[src/rtl/alu_pkg.sv]
// rtl/alu_pkg.sv - ALU opcodes, RV32I decode constants, micro-op type and decoder
package alu_pkg;

  // ALU opcode encodings understood by alu32
  localparam logic [3:0] ALU_AND = 4'b0000;
  localparam logic [3:0] ALU_OR  = 4'b0001;
  localparam logic [3:0] ALU_ADD = 4'b0010;
  localparam logic [3:0] ALU_XOR = 4'b0100;
  localparam logic [3:0] ALU_SUB = 4'b0110;
  localparam logic [3:0] ALU_SLT = 4'b0111;
  localparam logic [3:0] ALU_SLL = 4'b1000;
  localparam logic [3:0] ALU_SRL = 4'b1001;
  localparam logic [3:0] ALU_SRA = 4'b1010;

  // RV32I major opcodes handled by this stage
  localparam logic [6:0] OPC_OP     = 7'b0110011;
  localparam logic [6:0] OPC_OP_IMM = 7'b0010011;
  localparam logic [6:0] OPC_LUI    = 7'b0110111;

  // funct3 values
  localparam logic [2:0] F3_ADD_SUB = 3'b000;
  localparam logic [2:0] F3_SLL     = 3'b001;
  localparam logic [2:0] F3_SLT     = 3'b010;
  localparam logic [2:0] F3_XOR     = 3'b100;
  localparam logic [2:0] F3_SR      = 3'b101;
  localparam logic [2:0] F3_OR      = 3'b110;
  localparam logic [2:0] F3_AND     = 3'b111;

  // funct7 values
  localparam logic [6:0] F7_BASE = 7'b0000000;
  localparam logic [6:0] F7_ALT  = 7'b0100000;

  typedef struct packed {
    logic [4:0]  rd;
    logic [4:0]  rs1;
    logic [4:0]  rs2;
    logic        use_rs2;
    logic        use_imm;
    logic [31:0] imm;
    logic [3:0]  op;
    logic        is_lui;
    logic        illegal;
  } uop_t;

  // Anything outside the supported OP/OP-IMM/LUI subset (SLTU, SLTIU, odd funct7) is flagged illegal
  function automatic uop_t decode(input logic [31:0] instr);
    uop_t       u;
    logic [6:0] f7;
    logic [2:0] f3;
    f7        = instr[31:25];
    f3        = instr[14:12];
    u         = '0;
    u.rd      = instr[11:7];
    u.rs1     = instr[19:15];
    u.rs2     = instr[24:20];
    u.imm     = {{20{instr[31]}}, instr[31:20]};
    u.op      = ALU_ADD;
    case (instr[6:0])
      OPC_OP: begin
        u.use_rs2 = 1'b1;
        case (f3)
          F3_ADD_SUB: begin
            if (f7 == F7_BASE)     u.op = ALU_ADD;
            else if (f7 == F7_ALT) u.op = ALU_SUB;
            else                   u.illegal = 1'b1;
          end
          F3_SLL: begin u.op = ALU_SLL; u.illegal = (f7 != F7_BASE); end
          F3_SLT: begin u.op = ALU_SLT; u.illegal = (f7 != F7_BASE); end
          F3_XOR: begin u.op = ALU_XOR; u.illegal = (f7 != F7_BASE); end
          F3_OR:  begin u.op = ALU_OR;  u.illegal = (f7 != F7_BASE); end
          F3_AND: begin u.op = ALU_AND; u.illegal = (f7 != F7_BASE); end
          F3_SR: begin
            if (f7 == F7_BASE)     u.op = ALU_SRL;
            else if (f7 == F7_ALT) u.op = ALU_SRA;
            else                   u.illegal = 1'b1;
          end
          default: u.illegal = 1'b1;
        endcase
      end
      OPC_OP_IMM: begin
        u.use_imm = 1'b1;
        case (f3)
          F3_ADD_SUB: u.op = ALU_ADD;
          F3_SLT:     u.op = ALU_SLT;
          F3_XOR:     u.op = ALU_XOR;
          F3_OR:      u.op = ALU_OR;
          F3_AND:     u.op = ALU_AND;
          F3_SLL: begin u.op = ALU_SLL; u.illegal = (f7 != F7_BASE); end
          F3_SR: begin
            if (f7 == F7_BASE)     u.op = ALU_SRL;
            else if (f7 == F7_ALT) u.op = ALU_SRA;
            else                   u.illegal = 1'b1;
          end
          default: u.illegal = 1'b1;
        endcase
      end
      OPC_LUI: begin
        u.use_imm = 1'b1;
        u.is_lui  = 1'b1;
        u.imm     = {instr[31:12], 12'b0};
      end
      default: u.illegal = 1'b1;
    endcase
    return u;
  endfunction

endpackage

[src/rtl/regfile32.sv]
// rtl/regfile32.sv - 32x32 register file, 2 read / 1 write, x0 hardwired, write-to-read bypass
module regfile32 (
  input  logic        clk,
  input  logic        rst_n,
  input  logic        i_we,
  input  logic [4:0]  i_waddr,
  input  logic [31:0] i_wdata,
  input  logic [4:0]  i_raddr1,
  input  logic [4:0]  i_raddr2,
  output logic [31:0] o_rdata1,
  output logic [31:0] o_rdata2
);

  logic [31:0] r_mem [32];

  // Clear everything on reset; writes to x0 are dropped so entry 0 stays zero
  always_ff @(posedge clk) begin
    if (!rst_n) begin
      for (int i = 0; i < 32; i++) r_mem[i] <= '0;
    end else if (i_we && (i_waddr != 5'd0)) begin
      r_mem[i_waddr] <= i_wdata;
    end
  end

  // A read of the register being written this cycle sees the incoming value
  assign o_rdata1 = (i_raddr1 == 5'd0) ? 32'd0 :
                    (i_we && (i_waddr == i_raddr1)) ? i_wdata : r_mem[i_raddr1];
  assign o_rdata2 = (i_raddr2 == 5'd0) ? 32'd0 :
                    (i_we && (i_waddr == i_raddr2)) ? i_wdata : r_mem[i_raddr2];

endmodule

[src/rtl/alu_issue_stage.sv]
// rtl/alu_issue_stage.sv - RV32I OP/OP-IMM/LUI issue stage feeding alu32; ALU_ISSUE_FORWARD_EN selects forwarding over stalling
module alu_issue_stage
  import alu_pkg::*;
(
  input  logic        clk,
  input  logic        rst_n,
  input  logic        in_valid,
  output logic        in_ready,
  input  logic [31:0] in_instr,
  output logic [31:0] alu_a,
  output logic [31:0] alu_b,
  output logic [3:0]  alu_op,
  input  logic [31:0] alu_result,
  input  logic        alu_zero,
  output logic        wb_valid,
  output logic [4:0]  wb_rd,
  output logic [31:0] wb_data,
  output logic        wb_zero,
  output logic        illegal
);

  uop_t        w_dec;
  logic        w_xfer;
  logic        w_stall;
  logic        w_rf_we;
  logic [31:0] w_rf_rd1;
  logic [31:0] w_rf_rd2;
  logic [31:0] w_rs1_val;
  logic [31:0] w_rs2_val;
  logic [31:0] w_op_a;
  logic [31:0] w_op_b;

  logic        r_ex_valid;
  logic [4:0]  r_ex_rd;
  logic [31:0] r_ex_a;
  logic [31:0] r_ex_b;
  logic [3:0]  r_ex_op;
  logic        r_illegal;
  logic        r_wb_valid;
  logic [4:0]  r_wb_rd;
  logic [31:0] r_wb_data;
  logic        r_wb_zero;

  assign w_dec   = decode(in_instr);
  // Reset in the execute cycle must not commit the in-flight result
  assign w_rf_we = r_ex_valid & rst_n;

  regfile32 u_regfile (
    .clk      (clk),
    .rst_n    (rst_n),
    .i_we     (w_rf_we),
    .i_waddr  (r_ex_rd),
    .i_wdata  (alu_result),
    .i_raddr1 (w_dec.rs1),
    .i_raddr2 (w_dec.rs2),
    .o_rdata1 (w_rf_rd1),
    .o_rdata2 (w_rf_rd2)
  );

`ifdef ALU_ISSUE_FORWARD_EN
  logic w_fwd1;
  logic w_fwd2;
  assign w_fwd1    = r_ex_valid && (r_ex_rd != 5'd0) && (w_dec.rs1 == r_ex_rd);
  assign w_fwd2    = r_ex_valid && (r_ex_rd != 5'd0) && (w_dec.rs2 == r_ex_rd);
  assign w_rs1_val = w_fwd1 ? alu_result : w_rf_rd1;
  assign w_rs2_val = w_fwd2 ? alu_result : w_rf_rd2;
  assign w_stall   = 1'b0;
`else
  assign w_rs1_val = w_rf_rd1;
  assign w_rs2_val = w_rf_rd2;
  // Hold a dependent instruction for one bubble until its producer has retired
  assign w_stall   = r_ex_valid && (r_ex_rd != 5'd0) && !w_dec.illegal &&
                     ((!w_dec.is_lui && (w_dec.rs1 == r_ex_rd)) ||
                      (w_dec.use_rs2 && (w_dec.rs2 == r_ex_rd)));
`endif

  assign in_ready = rst_n & ~w_stall;
  assign w_xfer   = in_valid & in_ready;
  assign w_op_a   = w_dec.is_lui  ? 32'd0     : w_rs1_val;
  assign w_op_b   = w_dec.use_imm ? w_dec.imm : w_rs2_val;

  // Execute slot: loaded by every legal transfer, empty otherwise; illegal pulses a cycle after accept
  always_ff @(posedge clk) begin
    if (!rst_n) begin
      r_ex_valid <= 1'b0;
      r_ex_rd    <= '0;
      r_ex_a     <= '0;
      r_ex_b     <= '0;
      r_ex_op    <= '0;
      r_illegal  <= 1'b0;
    end else begin
      r_ex_valid <= w_xfer & ~w_dec.illegal;
      r_illegal  <= w_xfer & w_dec.illegal;
      if (w_xfer && !w_dec.illegal) begin
        r_ex_rd <= w_dec.rd;
        r_ex_a  <= w_op_a;
        r_ex_b  <= w_op_b;
        r_ex_op <= w_dec.op;
      end
    end
  end

  // Retirement record, visible the cycle after the execute cycle
  always_ff @(posedge clk) begin
    if (!rst_n) begin
      r_wb_valid <= 1'b0;
      r_wb_rd    <= '0;
      r_wb_data  <= '0;
      r_wb_zero  <= 1'b0;
    end else begin
      r_wb_valid <= r_ex_valid;
      if (r_ex_valid) begin
        r_wb_rd   <= r_ex_rd;
        r_wb_data <= alu_result;
        r_wb_zero <= alu_zero;
      end
    end
  end

  assign alu_a    = r_ex_a;
  assign alu_b    = r_ex_b;
  assign alu_op   = r_ex_op;
  assign illegal  = r_illegal;
  assign wb_valid = r_wb_valid;
  assign wb_rd    = r_wb_rd;
  assign wb_data  = r_wb_data;
  assign wb_zero  = r_wb_zero;

endmodule

[config.mk]
export PLATFORM = sky130hd
export DESIGN_NAME = alu_issue_stage
export DESIGN_NICKNAME = d
export VERILOG_FILES = /design/src/rtl/alu_pkg.sv /design/src/rtl/regfile32.sv /design/src/rtl/alu_issue_stage.sv
export SDC_FILE = /design/constraint.sdc
export NUM_CORES = 2
export LEC_CHECK = 0
export BUFFER_PORTS_ARGS = -buffer_cell sky130_fd_sc_hd__buf_2
export CELL_PAD_IN_SITES_DETAIL_PLACEMENT = 1
export CELL_PAD_IN_SITES_GLOBAL_PLACEMENT = 1
export CORE_MARGIN = 4
export CORE_UTILIZATION = 57
export CTS_CLUSTER_DIAMETER = 60
export DETAILED_ROUTE_END_ITERATION = 6
export PLACE_DENSITY_LB_ADDON = 0.1
export SLEW_MARGIN = 20
export SYNTH_ARGS = -nofsm -noshare
export SYNTH_HDL_FRONTEND = slang
export SYNTH_SLANG_ARGS = --single-unit
[constraint.sdc]
create_clock -name clk -period 6.1 [get_ports clk]
set_input_delay 0.305 -clock clk [delete_from_list [all_inputs] [get_ports clk]]
set_output_delay 0.305 -clock clk [all_outputs]
set_load 0.01 [all_outputs]
# After elaboration in Yosys (flattened, before gate mapping)

Memory sizes are Yosys's and may differ from the RTL's.
Cells that the tools add are included.

Bits in writable memories: 1024
ROM bits: 0
Bits in latches: 0
Memories: 1
Flip-flop bits (word level): 114
Input port bits: 68

Equal/unequal tests: 14
Shift operators: 0
Reductions and logical operators: 23
Div/mod/pow operators: 0
$lt $le $gt $ge: 0
$mul: 0
Add/subtract/negate cells: 0
Mux-type cells: 29
Bitwise operators: 7

Memory list:

| memory          | words | width | rd ports | clocked after Yosys merged registers in | wr ports | RTL line        | text |
|---|---|---|---|---|---|---|---|
| u_regfile.r_mem | 32    | 32    | 2        | 0                                       | 32       | regfile32.sv:14 | `logic [31:0] r_mem [32];` |

Operator list:

| operator                                       | number |
|---|---|
| 2-to-1 mux 32 bit                              | 7 |
| OR reduction 32 bit                            | 1 |
| 2-to-1 mux 31 bit                              | 1 |
| one-hot mux 4 bit (7 select lines)             | 1 |
| one-hot mux 4 bit (6 select lines)             | 1 |
| == test 7 x 6 -> 1 bit (second input constant) | 3 |
| == test 5 bit                                  | 4 |
| == test 3 bit (second input constant)          | 4 |
| zero test 5 bit                                | 2 |
| 2-to-1 mux 1 bit                               | 10 |
| OR reduction 5 bit                             | 2 |
| logical AND 1 bit                              | 9 |
| 2-to-1 mux 4 bit                               | 2 |
| one-hot mux 4 bit (2 select lines)             | 1 |
| == test 7 x 5 -> 1 bit (second input constant) | 1 |
| zero test 7 bit                                | 1 |
| nonzero test 7 bit                             | 1 |
| 2-to-1 mux 3 bit                               | 2 |
| one-hot mux 1 bit (3 select lines)             | 2 |
| AND 1 bit                                      | 5 |
| 2-to-1 mux 5 bit                               | 1 |
| nonzero test 5 bit                             | 1 |
| OR reduction 2 bit                             | 2 |
| == test 3 x 1 -> 1 bit (second input constant) | 1 |
| 6 further kinds                                | 8 |

# Logic depth before layout (Yosys ltp)

Depth after elaboration: 12
Mapped depth: 12
Depth with buffers taken out: 8

# Modules after synthesis

From an unflattened synthesis, not the netlist that was laid out.

Cell total of the unflattened synthesis: 4333
Area total of the unflattened synthesis: 60085.1 µm²

By module, submodules not included:

| module          | instances | cells each | area each (µm²) |
|---|---|---|---|
| regfile32       | 1         | 3815       | 55157.9 |
| alu_issue_stage | 1         | 518        | 4927.2 |

# Least setup slack after synthesis

OpenSTA, ideal clock, no wires.

Path type: input -> register
Start point: in rst_n
End point: mem u_regfile.r_mem[22][0] (enable)
Path buffers: 3
Arrival: 3.730 ns
Stages on the path: 6
Setup time: 0.466 ns
Required time: 5.634 ns
Path slack: 1.905 ns
Cells stage by stage: clkbuf_1 -> nand2_1 -> or2_2 -> clkbuf_1 -> clkbuf_1 -> o21ai_0

RTL lines:

| what               | RTL line             | text |
|---|---|---|
| start: declaration | alu_issue_stage.sv:6 | `input logic rst_n,` |
| end: declaration   | regfile32.sv:14      |  |

==> qor.txt <==
=================================================================================
Status ............................................................. finished, final reports clean
Initial DRC Count ..................................................         6238
Fraction of the yosys area taken by sequential cells ...............        55.6%
Global router's overall resource usage .............................        41.6%
Unrepaired setup endpoints after global routing ....................        false
Clk Latency, worst-skew pair .......................................      0.75 ns
Final number of max-transition violations ..........................            0
Final routed wirelength across all metal layers .................... 228000 microns
Max-cap violations .................................................            0
Post-synthesis register bit count ..................................         1138
Area growth from synthesis to final layout .........................        11.2%
Clock tree buffer depth ............................................            3
RD Place Congestion ................................................         1.02
Post-layout instance count excluding filler cells ..................         5881
Number of antenna violations at the first check in global routing ..           20
Distinct cells, synth ..............................................           56
Height of the die ..................................................  331 microns
Critical Path Slowest Stage Cell ...................................      dfxtp_4
Async S/R FF share, synth ..........................................           0%
Largest fanout of any net on the critical path .....................           40
WHS ................................................................    0.0639 ns
DP Cell Count ......................................................         5624
Fraction of power consumed by the clock network ....................        42.7%
Highest Clock Rate .................................................    0.240 GHz
Post-DRT Antenna Nets ..............................................            0
Remaining global-route overflow ....................................            0
First-pass GRT wire length ......................................... 320000 microns
Setup TNS ..........................................................         0 ns
Final instance area ................................................ 0.0661 sq mm
Die area ...........................................................  0.109 sq mm
Largest net degree at the start of global routing ..................          100
Count of mapped cells out of synthesis .............................         4387
Combinational group share of total power ...........................        10.0%
Placed Area ........................................................ 0.0616 sq mm
Count of H-tree levels built during CTS ............................            4
Power density relative to cell area ................................  284 mW/mm^2
Overall via count from detail_route ................................        42613
Type of the most critical hold path ................................ input port to flip-flop
Number of cell rows ................................................          118
Number of global-route vias before repair ..........................        44031
Switching power summed over all nets ...............................      4.63 mW
Clock Root Buffer ..................................................    clkbuf_16
Clock-pin slew on the worst setup and hold paths ...................      0.06 ns
Leakage power ......................................................      24.9 nW
Number of inserted filler cells in the final layout ................         9616
TritonCTS clock tree ...............................................        built
Average wire per cell in the routed design ......................... 38.7 microns
R2R setup slack ....................................................      1.92 ns
Internal ...........................................................      14.1 mW
Class of the most critical setup path .............................. flip-flop to flip-flop
Post-cts resize count ..............................................            0
Number of buffers inserted by port buffering .......................          176
Endpoint type of the worst setup path ..............................    flip-flop
Setup skew after layout ............................................    0.0246 ns
Highest cell delay on the worst timing path ........................      0.94 ns
Die Width ..........................................................  331 microns
Sequential group share of total power ..............................        47.3%
HPWL after detailed placement ...................................... 141000 microns
Warning count from the yosys run ...................................            0
Worst vdd ir .......................................................     0.210 mV
Post-synth design cell area ........................................ 0.0594 sq mm
Slew margin rel. ...................................................        21.1%
Average via count per standard cell ................................         7.25
CP Data Arrival Time ...............................................      4.53 ns
Top FF cell, synth .................................................     edfxtp_1
CTS Sinks ..........................................................         1138
Final hold violation count .........................................            0
Final worst path period share ......................................        68.4%
Number of optimization iterations in the first detailed-route pass .            6
Proportion of layout cells with a drive suffix above 1 .............        20.6%
Worst-margin pin slew ..............................................      1.18 ns
Switching share of power ...........................................        24.7%
Number of buffers added by the clock tree synthesis step ...........          131
Data required time at the worst endpoint ...........................      6.46 ns
Synthesized area per cell ..........................................   13.5 sq um
Area of the core ...................................................  0.103 sq mm
Number of placed I/O pins ..........................................          177
EDFF count, synth ..................................................         1024
DRC violation count after routing ..................................            0
Final Critical Period ..............................................      4.18 ns
Number of endpoints failing setup at the final stage ...............            0
Initial Utilization ................................................        57.4%
Critical path cell sequence ........................................ nand2_1, clkinv_1, nand3_1, nor3_2, buf_4, nand2b_2
NumNets Final ......................................................         4454
Category of the worst setup path launch point ......................    flip-flop
=================================================================================
-- what timing repair did --
item,in CTS,in global routing
hold buffers,8,0
setup buffers,0,0
hold endpoints to repair,8,0
-- registers in the layout, summed over array words and instances (netlist names) --
name	flops
u_regfile.r_mem	1024
alu_a	32
alu_b	32
wb_data	32
r_ex_rd	5
wb_rd	5
alu_op	4
illegal	1
r_ex_valid	1
wb_valid	1
wb_zero	1
-- layout make-up --
class,count,area [sq um],share of cell area (%)
clock inverters,43,390,0.591
multi-input cells,2807,24900,37.7
well taps,1380,1730,2.61
repair buffers,301,2010,3.04
clock buffers,197,3950,5.98
inverters,7,30.0,0.0455
diodes,8,20.0,0.0303
flip-flops and latches,1138,33000,50.0
-- power groups by stage --
stage          registers [mW]  clock network, mW  logic, mW
6_report                 8.88               8.01       1.88
5_1_grt                  8.90               8.38       1.91
4_1_cts                  8.87               8.05       1.82
3_5_place_dp             9.03                  0       1.81
3_3_place_gp             9.00                  0       1.78
2_1_floorplan            8.99                  0       1.10
-- routing by layer --
layer  share of wire (%)  global-route usage (%)  up-vias
met3                  12                    12.1      737
met4                 7.9                    28.0        6
met2                  44                    61.9     3259
li1                    -                       -    16627
met5               0.030                       0        -
met1                  35                    53.2    21984
-- per-stage QoR --
| stage | total power, mW | util (%) | setup slack (ns) |
|---|---|---|---|
| 2_1_floorplan | 10.1 | - | 1.90 |
| 3_3_place_gp | 10.8 | 59.5 | 2.02 |
| 3_5_place_dp | 10.8 | 59.5 | 1.93 |
| 4_1_cts | 18.7 | 63.8 | 1.88 |
| 5_1_grt | 19.2 | 63.8 | 1.75 |
| 6_report | 18.8 | 63.8 | 1.92 |
-- critical path, delay by kind of cell (launching register included) --
family,cells,cell delay (ns)
DFF,1,0.94
buffers and inverters,2,0.66
and+or+nand+nor,4,2.15
-- cells in the final DEF (no fill, tap or decap), drive strengths merged, types with 4 or more instances in the layout --
cell type | netlist | layout
clkinv | 2 | 32
and3 | 70 | 70
nor2 | 91 | 91
diode | 0 | 8
and2 | 904 | 904
mux4 | 332 | 332
a31oi | 40 | 40
dlygate4sd3 | 0 | 8
xor2 | 6 | 6
a22oi | 236 | 236
or2 | 6 | 6
inv | 5 | 8
conb | 1 | 32
nor3 | 34 | 34
a211oi | 12 | 12
a311oi | 8 | 8
dfxtp | 114 | 114
clkbuf | 331 | 197
nand3b | 4 | 4
nor2b | 22 | 22
mux2i | 498 | 498
nand3 | 156 | 156
o21ai | 105 | 105
bufinv | 0 | 7
o22ai | 27 | 27
edfxtp | 1024 | 1024
nand2 | 94 | 94
o31ai | 12 | 12
nand4 | 19 | 19
xnor2 | 5 | 5
a32oi | 8 | 8
buf | 135 | 293
nand2b | 10 | 10
a21oi | 51 | 51
-- final timing paths --
check                                             from  cells after the start                               endpoint
worst max-delay path             r_ex_valid$_SDFF_PN0_                      6  u_regfile.r_mem[16][20]$_SDFFCE_PN0P_
worst min-delay path                    alu_result[30]                      3               wb_data[30]$_SDFFE_PN0P_
worst max register to register   r_ex_valid$_SDFF_PN0_                      6  u_regfile.r_mem[16][20]$_SDFFCE_PN0P_
worst min register to register  alu_a[26]$_SDFFE_PN0P_                      2                 alu_a[26]$_SDFFE_PN0P_
-- synth_stat cells, types with 70 or more instances --
cell type  instances  area, sq um
edfxtp_1        1024        30700
and2_1           904         5660
mux2i_1          498         4980
mux4_2           332         7480
clkbuf_1         331         1240
a22oi_1          236         1770
nand3_1          156          781
dfxtp_1          114         2280
o21ai_0          104          521
nand2_1           94          353
nor2_1            91          342
and3_1            70          438
-- cell families (layout without fill, tap and decap cells) --
kind of cell	count (synthesis)	in the layout	share of synthesized area, %
and+or+nand+nor	1418	1418	13.8
xor gates and xnor gates	11	11	0.162
other	1	40	0.00631
muxes	833	833	21.0
DFF	1138	1138	55.6
buffers and inverters	473	548	3.54
AOI/OAI and AO/OA	513	513	5.85
Note: power is estimated with default switching activity, not from simulation.
